**config.mk**
```make
export PLATFORM = sky130hd
export DESIGN_NAME = xsim_bus_rr
export DESIGN_NICKNAME = d
export VERILOG_FILES = /design/src/rtl/xsim_bus_rr.sv
export SDC_FILE = /design/constraint.sdc
export NUM_CORES = 1
export LEC_CHECK = 0
export CAP_MARGIN = 20
export CELL_PAD_IN_SITES_DETAIL_PLACEMENT = 0
export CELL_PAD_IN_SITES_GLOBAL_PLACEMENT = 1
export CORE_MARGIN = 2
export CORE_UTILIZATION = 33
export CTS_CLUSTER_DIAMETER = 50
export DETAILED_ROUTE_END_ITERATION = 10
export GPL_TIMING_DRIVEN = 0
export HOLD_SLACK_MARGIN = 0.08
export PLACE_DENSITY = 0.95
export SYNTH_ARGS = -nofsm -noshare
export SYNTH_HDL_FRONTEND = slang
export SYNTH_SLANG_ARGS = --single-unit
```
**constraint.sdc**
```tcl
create_clock -name clk -period 8.25 [get_ports clk]
set_input_delay 1.65 -clock clk [delete_from_list [all_inputs] [get_ports clk]]
set_output_delay 1.65 -clock clk [all_outputs]
set_load 0.005 [all_outputs]
```
**src/rtl/xsim_bus_rr.sv**
```systemverilog
// Multi-master / multi-slave bus with registered round-robin arbitration and req/ack handshake.
// Optional access timeout: define XSIM_BUS_TIMEOUT_EN.
module xsim_bus_rr #(
    parameter int MASTERS = 4,
    parameter int SLAVES  = 4,
    parameter int ADDR_W  = 32,
    parameter int DATA_W  = 32,
    parameter int SEL_W   = 2,
    parameter int TIMEOUT = 255
) (
    input  logic                       clk,
    input  logic                       rst,
    input  logic [MASTERS-1:0]         m_req_i,
    input  logic [MASTERS-1:0]         m_rw_i,
    input  logic [MASTERS*ADDR_W-1:0]  m_addr_i,
    input  logic [MASTERS*DATA_W-1:0]  m_wdata_i,
    output logic [MASTERS-1:0]         m_ack_o,
    output logic                       m_err_o,
    output logic [DATA_W-1:0]          m_rdata_o,
    output logic [SLAVES-1:0]          s_sel_o,
    output logic                       s_rw_o,
    output logic [ADDR_W-1:0]          s_addr_o,
    output logic [DATA_W-1:0]          s_wdata_o,
    input  logic [SLAVES*DATA_W-1:0]   s_rdata_i,
    input  logic [SLAVES-1:0]          s_ack_i,
    output logic [3:0]                 grant_id_o,
    output logic                       hold_flag_o
);

    // state  | meaning
    // IDLE   | sample requests, pick next owner from rr pointer
    // ACCESS | owner's transfer presented to decoded slave
    // RESP   | one-cycle ack (and err) back to owner
    typedef enum logic [1:0] {ST_IDLE, ST_ACCESS, ST_RESP} state_t;

    if (MASTERS < 2 || MASTERS > 16 || SLAVES < 2 || SLAVES > 16 || TIMEOUT < 1) begin : g_param_chk
        $error("xsim_bus_rr: parameter out of range");
    end

    state_t              r_state;
    state_t              w_state_nxt;
    logic [3:0]          r_rr_ptr;
    logic                r_err;
    logic                w_err_nxt;

    logic [15:0]         w_req_ext;
    logic                w_found;
    logic [3:0]          w_pick;
    logic [4:0]          w_idx;
    logic                w_m_rw;
    logic [ADDR_W-1:0]   w_m_addr;
    logic [DATA_W-1:0]   w_m_wdata;

    logic [SEL_W-1:0]    w_dec;
    logic [SLAVES-1:0]   w_sel_raw;
    logic [DATA_W-1:0]   w_rdata_sel;
    logic                w_dec_ok;
    logic                w_ack;

    assign w_req_ext = 16'(m_req_i);

    always_comb begin
        w_found = 1'b0;
        w_pick  = '0;
        w_idx   = '0;
        for (int i = 0; i < MASTERS; i++) begin
            w_idx = {1'b0, r_rr_ptr} + 5'(i);
            if (w_idx >= 5'(MASTERS)) w_idx = w_idx - 5'(MASTERS);
            if (!w_found && w_req_ext[w_idx[3:0]]) begin
                w_found = 1'b1;
                w_pick  = w_idx[3:0];
            end
        end
    end

    always_comb begin
        w_m_rw    = 1'b0;
        w_m_addr  = '0;
        w_m_wdata = '0;
        for (int m = 0; m < MASTERS; m++) begin
            if (w_pick == 4'(m)) begin
                w_m_rw    = m_rw_i[m];
                w_m_addr  = m_addr_i[m*ADDR_W +: ADDR_W];
                w_m_wdata = m_wdata_i[m*DATA_W +: DATA_W];
            end
        end
    end

    // Decode works off the latched address, so master-side changes cannot move the select.
    assign w_dec = s_addr_o[ADDR_W-1 -: SEL_W];

    always_comb begin
        w_sel_raw   = '0;
        w_rdata_sel = '0;
        for (int s = 0; s < SLAVES; s++) begin
            w_sel_raw[s] = (w_dec == SEL_W'(s));
            if (w_sel_raw[s]) w_rdata_sel = s_rdata_i[s*DATA_W +: DATA_W];
        end
    end

    assign w_dec_ok = |w_sel_raw;
    assign w_ack    = |(s_ack_i & w_sel_raw);

`ifdef XSIM_BUS_TIMEOUT_EN
    localparam int TO_W = ($clog2(TIMEOUT + 1) > 8) ? $clog2(TIMEOUT + 1) : 8;
    logic [TO_W-1:0] r_tmo_cnt;
    logic            w_tmo_hit;

    assign w_tmo_hit = (r_tmo_cnt == TO_W'(TIMEOUT - 1));

    always_ff @(posedge clk or negedge rst) begin
        if (!rst)                     r_tmo_cnt <= '0;
        else if (r_state != ST_ACCESS) r_tmo_cnt <= '0;
        else                          r_tmo_cnt <= r_tmo_cnt + TO_W'(1);
    end
`endif

    always_ff @(posedge clk or negedge rst) begin
        if (!rst) r_state <= ST_IDLE;
        else      r_state <= w_state_nxt;
    end

    always_comb begin
        w_state_nxt = r_state;
        w_err_nxt   = 1'b0;
        case (r_state)
            ST_IDLE: begin
                if (w_found) w_state_nxt = ST_ACCESS;
            end
            ST_ACCESS: begin
                // A slave ack wins over an expiring timeout.
                if (w_ack) begin
                    w_state_nxt = ST_RESP;
                end else if (!w_dec_ok) begin
                    w_state_nxt = ST_RESP;
                    w_err_nxt   = 1'b1;
                end
`ifdef XSIM_BUS_TIMEOUT_EN
                else if (w_tmo_hit) begin
                    w_state_nxt = ST_RESP;
                    w_err_nxt   = 1'b1;
                end
`endif
            end
            ST_RESP:  w_state_nxt = ST_IDLE;
            default:  w_state_nxt = ST_IDLE;
        endcase
    end

    always_comb begin
        m_ack_o     = '0;
        m_err_o     = 1'b0;
        s_sel_o     = '0;
        hold_flag_o = 1'b0;
        case (r_state)
            ST_ACCESS: begin
                s_sel_o     = w_sel_raw;
                hold_flag_o = 1'b1;
            end
            ST_RESP: begin
                hold_flag_o = 1'b1;
                m_err_o     = r_err;
                for (int m = 0; m < MASTERS; m++) m_ack_o[m] = (grant_id_o == 4'(m));
            end
            default: ;
        endcase
    end

    always_ff @(posedge clk or negedge rst) begin
        if (!rst) begin
            r_rr_ptr   <= '0;
            r_err      <= 1'b0;
            grant_id_o <= '0;
            s_rw_o     <= 1'b0;
            s_addr_o   <= '0;
            s_wdata_o  <= '0;
            m_rdata_o  <= '0;
        end else begin
            case (r_state)
                ST_IDLE: begin
                    if (w_found) begin
                        grant_id_o <= w_pick;
                        s_rw_o     <= w_m_rw;
                        s_addr_o   <= w_m_addr;
                        s_wdata_o  <= w_m_wdata;
                    end
                end
                ST_ACCESS: begin
                    if (w_state_nxt == ST_RESP) begin
                        r_err     <= w_err_nxt;
                        m_rdata_o <= (w_ack && !s_rw_o) ? w_rdata_sel : '0;
                    end
                end
                ST_RESP: begin
                    r_rr_ptr <= (grant_id_o == 4'(MASTERS - 1)) ? 4'd0 : grant_id_o + 4'd1;
                end
                default: ;
            endcase
        end
    end

endmodule

```
==> run summary <==
The master cell of the clock root buffer is clkbuf_16. The number of iterations in the first detailed-routing pass came out at 6. The switching share of power came out at 0.565. The category of the critical setup timing path is reg -> reg. The number of sinks driven by the clock tree is 108. In the final routed layout, each cell accounts on average for 24.4 µm.

The warning count from the yosys run is 0. In this run the deepest clock path goes through 2 buffers. The placement row count came out at 71. The worst-path maximum fanout is 11. The number of synthesized flops with an enable pin is 0. The vias after detailed routing came out at 17.8k. The DRC violations left came out at 0. The share of the clock period used by the worst path after layout came out at 0.729. The share of total power dissipated in sequential elements is 0.131. The analysis attributes to net switching a power of 4430 µW. The total overflow left after global routing is 0. For this run, asynchronously set or reset flops after synthesis account for 1.00. The number of setup buffers added after CTS is 0.

The maximum number of pins on one net before global-route repair is 73. The final layout contains routed wiring with a total length of 70700 µm. The combined global-route utilization of all metal layers came out at 0.346.

The largest vdd supply drop is 0.175 mV. The worst endpoint data arrival time came out at 6200 ps. The count of cells resized by post-cts repair is 0. The die is 198 µm tall. Synthesis produced a netlist with a net count of 2283. STA classifies the critical path startpoint as a flop.

The max-slew violation count is 0. STA classifies the critical path endpoint as a flop. The average instance in the mapped netlist occupies 6.65 µm². Port buffering added 508 buffers. Pin placement for this block handled 509 I/O pins. After routing, the total negative slack on setup checks comes to 0 ps.

The signed area change from the synthesized netlist to the final layout is 49.0%. The synthesized design contains 108 register bits. In this run the static leakage power is 0.00648 µW.

The max capacitance violation total is 0. The wire length of the first global-routing pass came out at 103000 µm. The total power divided by cell area came out at 425 nW/µm². The first-iteration detailed-routing DRC count is 2426. The most used flip-flop cell after synthesis is dfrtp_1. The count of different cell masters after synthesis came out at 43. The tightest min-delay check is of the reg -> reg type.

The required arrival time at the worst endpoint came out at 8440 ps. The sequential cell area fraction in the yosys report is 0.218. The share of layout cells above drive strength 1 is 0.0443. The clock reaches the later pin of the worst-skew pair after 370 ps. At the end of routability-driven placement, the weighted congestion stood at 0.971.

The shortest period the worst path allows came out at 6010 ps. Before CTS, the worst setup slack after placement is 2340 ps. The number of levels the H-tree was split into came out at 3. The flow ran to the end, and the final reports show no timing, DRC or antenna violations. In the routed layout, each cell is associated on average with a via count of 6.17. Setup repair after global routing left no endpoint under its margin. The detailed placer's ending HPWL is 54300 µm.

Of the total power, combinational logic draws 0.807. The internal portion of the total power is 3410 µW. After technology mapping, the gate count stands at 1866. The initial antenna violation count is 29. The die width came out at 198 µm. The via count of the first global-routing pass is 16.9k. The number of buffers added to fix hold violations after cts is 0. In the final design database the tool counted 2803 nets. The library cells used most frequently in the layout, excluding fill and tap cells, are clkdlybuf4s50_1, nor2_1, o21ai_0, clkbuf_1, a21oi_1. The clock buffer count from CTS came out at 9. The slew at the pin with the worst max-slew slack is 1150 ps.

The clock skew after layout came out at 12.5 ps. Leaving out fill and tap cells, the most frequent cell in the layout is clkdlybuf4s50_1. The setup slack after layout came out at 2240 ps. The number of hold violations in the final report was 0. The worst-case headroom to the max-slew limit is 0.234. The share of total power dissipated in the clock network is 0.062. The count of endpoints failing setup in the final report came out at 0. The core footprint is 37300 µm². For this configuration, the core starts out at a cell density of 0.332.

In this run the remaining antenna-violating nets after routing total 0. TritonCTS built the clock tree. The upper clock frequency limit came out at 166 MHz.

The die covers 39200 µm². Clock-pin slew was measured on the worst setup and hold paths at 90 ps. The mapped netlist covers 12400 µm².
[cells by family (layout without fill, tap and decap cells)]
logic type      after synthesis  after routing  share of synthesized area
other cells                   0             26                          0
xor+xnor                      6              6                    0.00424
simple gates                952            952                      0.392
buf+inv                     222            747                     0.0778
flops                       108            108                      0.218
mux                          40             40                     0.0687
fa+ha+maj                    19             19                     0.0192
compound gates              519            519                      0.220
[final timing paths]
kind	start	endpoint	slack, ps	cells past startpoint
worst max-delay path	r_rr_ptr[0]	s_addr_o[31]	2240	15
worst min-delay path	m_rdata_o[9]	m_rdata_o[9]	490	2
worst max register to register	r_rr_ptr[0]	s_addr_o[31]	2240	15
worst min register to register	m_rdata_o[9]	m_rdata_o[9]	490	2
max in group asynchronous	rst	s_rw_o	6340	2
min in group asynchronous	rst	r_rr_ptr[2]	1170	1
[synthesized netlist by cell type, drive strengths merged, types with 3 or more instances]
cell type | count | area, µm²
nor2 | 463 | 1740
xnor2 | 4 | 35.0
mux4 | 36 | 811
and2 | 3 | 21.3
nand3 | 4 | 25.0
and3 | 7 | 48.8
nand4 | 132 | 826
nand2 | 44 | 165
a31oi | 67 | 419
a21oi | 140 | 701
nor4 | 130 | 813
nand2b | 33 | 206
nor2b | 3 | 18.8
o21ai | 298 | 1490
clkbuf | 152 | 571
nor3b | 130 | 976
ha | 19 | 238
dfrtp | 108 | 2700
mux2i | 3 | 30.0
buf | 55 | 338
inv | 15 | 56.3
[final cells by class]
class | count | area (µm²)
Timing Repair Buffer | 509 | 5110
Inverter | 15 | 56.3
Clock inverter | 6 | 67.6
Multi-Input combinational cell | 1536 | 8740
Buffer | 207 | 908
Clock buffer | 10 | 239
Fill cell | 3747 | 18800
Sequential cell | 108 | 2700
Tap cell | 474 | 593
Antenna cell | 26 | 65.1
[sequential cells by signal, summed over array words and instances, names as in the netlist]
signal,cells
r_rr_ptr,4
m_rdata_o,32
s_rw_o,1
r_err,1
grant_id_o,4
s_wdata_o,32
s_addr_o,32
r_state,2
[layer usage]
metal	up-vias	routed length, µm	GRT usage
met5	-	63	0.00128
met4	8	4440	0.222
met3	234	6970	0.0766
met2	1267	33900	0.585
met1	8413	25300	0.394
li1	7915	-	-
[power groups by stage]
stage	combinational [µW]	clock (µW)	sequential [µW]
finish	6330	483	1030
global route	6800	510	1050
CTS	6180	491	1020
detailed placement	6170	0	1030
global placement	6070	0	1030
floorplan	3800	0	977
[stage by stage]
| step | area [µm²] | power [µW] | hold WS (ps) | cells | utilization |
|---|---|---|---|---|---|
| after floorplan | 12400 | 4780 | 445 | 1866 | - |
| after global placement | 18100 | 7100 | 464 | 2848 | 0.485 |
| after global routing | 18500 | 8360 | 504 | 2887 | 0.495 |
| after detailed placement | 18100 | 7200 | 467 | 2849 | 0.485 |
| after CTS | 18400 | 7700 | 488 | 2865 | 0.494 |
| final | 18500 | 7850 | 488 | 2891 | 0.495 |
[worst max-delay path, cell delays in order (launching register included)]
cell and delay (ps):
dfrtp_1 530, inv_2 280, clkbuf_1 730, clkbuf_1 560, ha_1 320, xnor2_1 160
ha_1 190, a22oi_1 60, o21a_1 110, a22o_1 250, a32oi_2 930, clkbuf_1 670
clkbuf_1 520, a21oi_1 150, nand4_1 170, a31oi_1 170
No activity file was read; power rests on OpenSTA's default activity.
==> patch 1 (same flow settings) <==
The parameter `SLAVES` goes from 4 to 5.
--- a/src/rtl/xsim_bus_rr.sv
+++ b/src/rtl/xsim_bus_rr.sv
@@ -2,7 +2,7 @@
 // Optional access timeout: define XSIM_BUS_TIMEOUT_EN.
 module xsim_bus_rr #(
     parameter int MASTERS = 4,
-    parameter int SLAVES  = 4,
+    parameter int SLAVES  = 5,
     parameter int ADDR_W  = 32,
     parameter int DATA_W  = 32,
     parameter int SEL_W   = 2,
Interface: changed (resized s_ack_i, s_rdata_i and s_sel_o); port bits go from 509 to 543. No check against the original RTL was run, so the function may have changed too.
==> patch 1 against the unedited design <==
Final area fell by 15%. Critical endpoint is now s_addr_o[28]. Critical path type is now input port to register. Power fell by 14%. Area after synthesis fell by 21%. Setup slack improved by 1.3 ns. Wire length fell by 33%. Count of clock-buffer cells in the layout fell by 1. Sequential cell count did not move. Combinational power fell by 17%. Critical path depth fell by 6.
==> patch 1: results (changes against the unedited design) <==
----------------------------------------------------
[Place]
  Post-Place Cells ... 1,884 (-34%)
  DPL Wire Length ... 36,800 um (-32%)
  Routability congestion estimate from global placement ... 0.912 (-6.1%)
  I/O Buffers ... 510 (+0.39%)
  Instance area at placement ... 15,400 um2 (-15%)
  Minimum setup slack after placement ... 3.30 ns (+0.961 ns)

[Global route]
  Number of antenna violations at the first check in global routing ... 6 (-79%)
  Wire length of the first global-routing pass ... 69,900 um (-32%)
  Total GRT Usage ... 0.296 (-0.0500)
  Largest net degree at the start of global routing ... 65 (-11%)

[Power and ir drop]
  P_sw ... 3.34 mW (-25%)
  Power share of the sequential group ... 0.146 (+0.015)
  Leak pwr ... 5.92 nW (-8.6%)
  Worst supply voltage drop on vdd ... 0.171 mV (-2.4%)
  P_comb ... 5.28 mW (-17%)
  Internal power ... 3.42 mW (+0.18%)

[Worst hold path]
  Worst hold path stage count ... 1 (-1)
  Hold_sp ... m_rdata_o[18]
  Hold EP ... m_rdata_o[18]

[Setup path]
  Slowest cell on crit path ... nor4_4
  Crit Reg-Reg Startpoint ... r_rr_ptr[1]
  Critical path capture point ... s_addr_o[28]
  Top fanout value on the critical path ... 10 (-1)
  Slowest cell delay on critical path ... 0.76 ns (-0.17 ns)
  Capture instance of the worst register-to-register path ... s_wdata_o[26]
  Worst Setup SP ... m_req_i[1]
  R2r setup slk ... 3.96 ns (+1.72 ns)
  Data arrival time at the worst-slack endpoint ... 4.98 ns (-1.22 ns)

[STA]
  Setup clock skew after layout ... 0.0168 ns (+0.00436 ns)
  Actual transition at the worst max-transition pin ... 1.02 ns (-0.130 ns)

[Synth]
  Share of synthesized area occupied by flip-flops and latches ... 0.275 (+0.0575)
  Multiplexer share of the synthesized area ... 0.190 (+0.122)
  Net count of the mapped netlist ... 1,433 (-37%)
  Area contributors post-synth ... dfrtp_1, a221oi_1, o221ai_2
  Synth Area in Compound Gates ... 0.315 (+0.0941)
  Number of unique standard cell types used by synthesis ... 57 (+33%)
  Post-synthesis xor/xnor area fraction ... 0.00612 (+0.00188)
  Mapped Avg Cell Area ... 9.98 um2 (+50%)
  Synth top cells by count ... a221oi_1, dfrtp_1, nand2_1, o21ai_0, nand3_1

[Cells and area]
  Net total in the final layout ... 1,955 (-30%)

[Route]
  Total number of vias ... 11,455 (-36%)
  Average routed wire per standard cell ... 24.9 um (+1.9%)
  Per-cell via count in the routed design ... 6.01 (-2.6%)
  Number of DRC markers in iteration 0 ... 1,201 (-50%)

[Status]
  Outcome ... completed

----------------------------------------------------
## patch 1: cell types whose count changed in the layout (fill, tap and decap cells not counted), sizes merged, moves of 87 or more
cell,change
a21oi,-130
a221oi,+128
clkbuf,-87
nand4,-132
nor2,-450
nor3b,-129
nor4,-126
o21ai,-222
## patch 1: layer usage
metal / up-vias / track usage / wire, um
met5: - / 0 / 0
met4: 0 / 0.0806 / 1300
met3: 88 / 0.0575 / 3900
met2: 689 / 0.469 / 21900
met1: 5633 / 0.411 / 20300
li1: 5045 / - / -
## patch 1: area by class of cell
class,count,area [um2]
antenna,6,15.0
buffer,116,691
clock buffer,9,225
clock inverter,7,93.8
fill,2645,13700
inverter,14,52.6
multi-input combinational,745,6370
sequential,108,2700
tap,390,488
timing repair buffer,511,5130
## patch 1: worst max-delay path: cells and delay by family
| kind | cells | cell delay (ns) |
|---|---|---|
| simple gates | 1 | 0.76 |
| compound gates | 3 | 0.67 |
| mux | 1 | 0.51 |
| buf+inv | 4 | 1.37 |
==> patch 2 (same flow settings) <==
Without the edit above. Encoding of `state_t`: now one-hot (3 bits for 3 states).
--- a/src/rtl/xsim_bus_rr.sv
+++ b/src/rtl/xsim_bus_rr.sv
@@ -31,7 +31,7 @@
     // IDLE   | sample requests, pick next owner from rr pointer
     // ACCESS | owner's transfer presented to decoded slave
     // RESP   | one-cycle ack (and err) back to owner
-    typedef enum logic [1:0] {ST_IDLE, ST_ACCESS, ST_RESP} state_t;
+    typedef enum logic [2:0] {ST_IDLE = 3'b001, ST_ACCESS = 3'b010, ST_RESP = 3'b100} state_t;
 
     if (MASTERS < 2 || MASTERS > 16 || SLAVES < 2 || SLAVES > 16 || TIMEOUT < 1) begin : g_param_chk
         $error("xsim_bus_rr: parameter out of range");
Function: no difference found for any inputs over 4 cycles, from zero or initial values and one cycle with rst low; so few cycles prove little.
==> patch 2 against the unedited design <==
Sequential cell count up 1. Count of clock-buffer cells in the layout up 3. Wire length up 6.9%. Setup slack better by 0.15 ns. Fmax up 2.6%. Synthesized cell count up 0.64%. Power up 28%. Final area up 8.6%. Area after synthesis up 12%.
==> patch 2: results (changes against the unedited design) <==
----------------------------------------------------
[Route]
  Number of DRC markers in iteration 0 ... 2,393 (-1.4%)
  Total Routed Length ... 75,500 um (+6.9%)
  Number of search-and-repair iterations in the first detailed-routing pass ... 7 (+1)
  Per-cell via count in the routed design ... 6.22 (+0.85%)

[Synth]
  Share of synthesized area occupied by flip-flops and latches ... 0.196 (-0.0220)
  Net count of the mapped netlist ... 2,292 (+0.39%)
  Async S/R FF share, synth ... 1.00 (unchanged)
  Area contributors post-synth ... dfrtp_1, mux2i_1, o221ai_1
  Predominant post-synthesis flop cell ... dfrtp_1
  Synth top cells by count ... nor2_1, nand2_1, clkbuf_1, a21oi_1
  Number of warnings issued by yosys ... 0 (unchanged)
  Number of unique standard cell types used by synthesis ... 49 (+14%)

[Setup path]
  R2r setup slk ... 2.39 ns (+0.15 ns)
  Top fanout value on the critical path ... 11 (unchanged)
  Data arrival time at the worst-slack endpoint ... 6.17 ns (-0.03 ns)
  Worst Setup SP ... r_rr_ptr[0]

[Global route]
  Total GRT Usage ... 0.328 (-0.0174)
  Number of antenna violations at the first check in global routing ... 27 (-6.9%)
  Largest net degree at the start of global routing ... 71 (-2.7%)
  Number of global-route vias before repair ... 17,729 (+4.6%)
  Wire length of the first global-routing pass ... 110,000 um (+7.4%)

[Worst hold path]
  Hold_sp ... m_rdata_o[19]
  Min-delay worst type ... register to register

[Cells and area]
  Net total in the final layout ... 2,813 (+0.36%)
  Largest regs ... m_rdata_o (32), s_addr_o (32), s_wdata_o (32)
  Fraction of final layout cells with drive strength greater than 1 ... 0.0911 (+0.0468)

[Clock tree]
  PostCTS Resize Cnt ... 0 (unchanged)
  Number of buffers inserted during clock tree synthesis ... 9 (unchanged)
  Count of buffers added by post-CTS timing repair for setup ... 0 (unchanged)
  Clock root cell ... clkbuf_16
  Clock slew seen by the registers of the worst setup and hold paths ... 0.09 ns (about the same)
  Insertion delay to the later sink of the worst-skew pair ... 0.39 ns (+0.02 ns)
  Maximum root-to-sink buffer count ... 2 (unchanged)
  Maximum level of the CTS H-tree ... 3 (unchanged)

[Place]
  Instance area at placement ... 19,700 um2 (+8.9%)
  DPL Wire Length ... 58,400 um (+7.5%)
  Routability congestion estimate from global placement ... 0.992 (+2.2%)
  I/O Buffers ... 508 (unchanged)

[STA]
  Headroom to the max-slew limit ... 0.183 (-0.0510)
  Setup clock skew after layout ... 0.0125 ns (-0.00000820 ns)
  Final worst hold slack ... 0.486 ns (-0.00205 ns)

[Power and ir drop]
  Worst supply voltage drop on vdd ... 0.348 mV (+99%)
  Leak pwr ... 7.91 nW (+22%)

[Status]
  Outcome ... completed

----------------------------------------------------
patch 2: cell count changes after synthesis, moves of 39 or more:
| cell | delta |
|---|---|
| nor4_1 | -130 |
| nand4_1 | -132 |
| inv_1 | +61 |
| or2_2 | +66 |
| nor3b_1 | -126 |
| nand2_1 | +130 |
| a211oi_2 | +39 |
| nor2_1 | -259 |
| o221ai_1 | +129 |
| a211oi_1 | +91 |
| o21ai_0 | -194 |
| mux2i_1 | +129 |
| o211ai_1 | +132 |
| nor3_1 | +64 |
patch 2: per-stage QoR:
stage,worst slack (ns),instances
after CTS,2.41,2943
after detailed placement,2.44,2927
final,2.39,2964
after global routing,2.04,2961
after global placement,0.991,2925
after floorplan,4.63,1878
patch 2: final cells by class:
class	count	area (um2)
Multi-Input combinational cell	1473	9990
Tap cell	539	674
Inverter	76	285
Buffer	220	927
Clock buffer	13	250
Clock inverter	3	46.3
Timing Repair Buffer	510	5120
Antenna cell	21	52.6
Fill cell	4134	21700
Sequential cell	109	2730
patch 2: cells by family after synthesis:
logic type / Yosys count / synth area share
compound gates: 717 / 0.364
simple gates: 564 / 0.180
buf+inv: 296 / 0.0870
mux: 170 / 0.155
flops: 109 / 0.196
fa+ha+maj: 16 / 0.0144
xor+xnor: 6 / 0.00377
patch 2: worst max-delay path, cell delays in order (launching register included):
cell       delay [ns]
dfrtp_1          0.49
inv_1            0.41
clkbuf_1         0.82
clkbuf_1         0.51
ha_1             0.30
xnor2_1          0.15
ha_1             0.17
nand2_1          0.05
a32oi_1          0.42
a2bb2oi_1        0.68
buf_2            0.57
buf_2            0.41
mux2i_1          0.23
o221ai_1         0.25
a211oi_2         0.28
patch 2: worst paths after layout:
| path | endpoint | cells past startpoint |
|---|---|---|
| min reg2reg | m_rdata_o[19] | 2 |
| max reg2reg | s_addr_o[27] | 14 |
| max | s_addr_o[27] | 14 |
| min in group asynchronous | r_err | 1 |
| max in group asynchronous | s_addr_o[14] | 2 |
| min | m_rdata_o[19] | 2 |
patch 2: metal layers:
metal / global-route usage / routed length, um / up-vias
li1: - / - / 8127
met1: 0.382 / 27800 / 8901
met2: 0.547 / 36000 / 1216
met3: 0.0827 / 7640 / 183
met4: 0.194 / 4060 / 16
met5: 0 / 96 / -
patch 2: where the power goes:
group          internal [mW]  switching (mW)  leakage (nW)
sequential             0.797           0.184          1.29
clock                  0.246           0.241         0.140
combinational           3.19            5.41          6.47
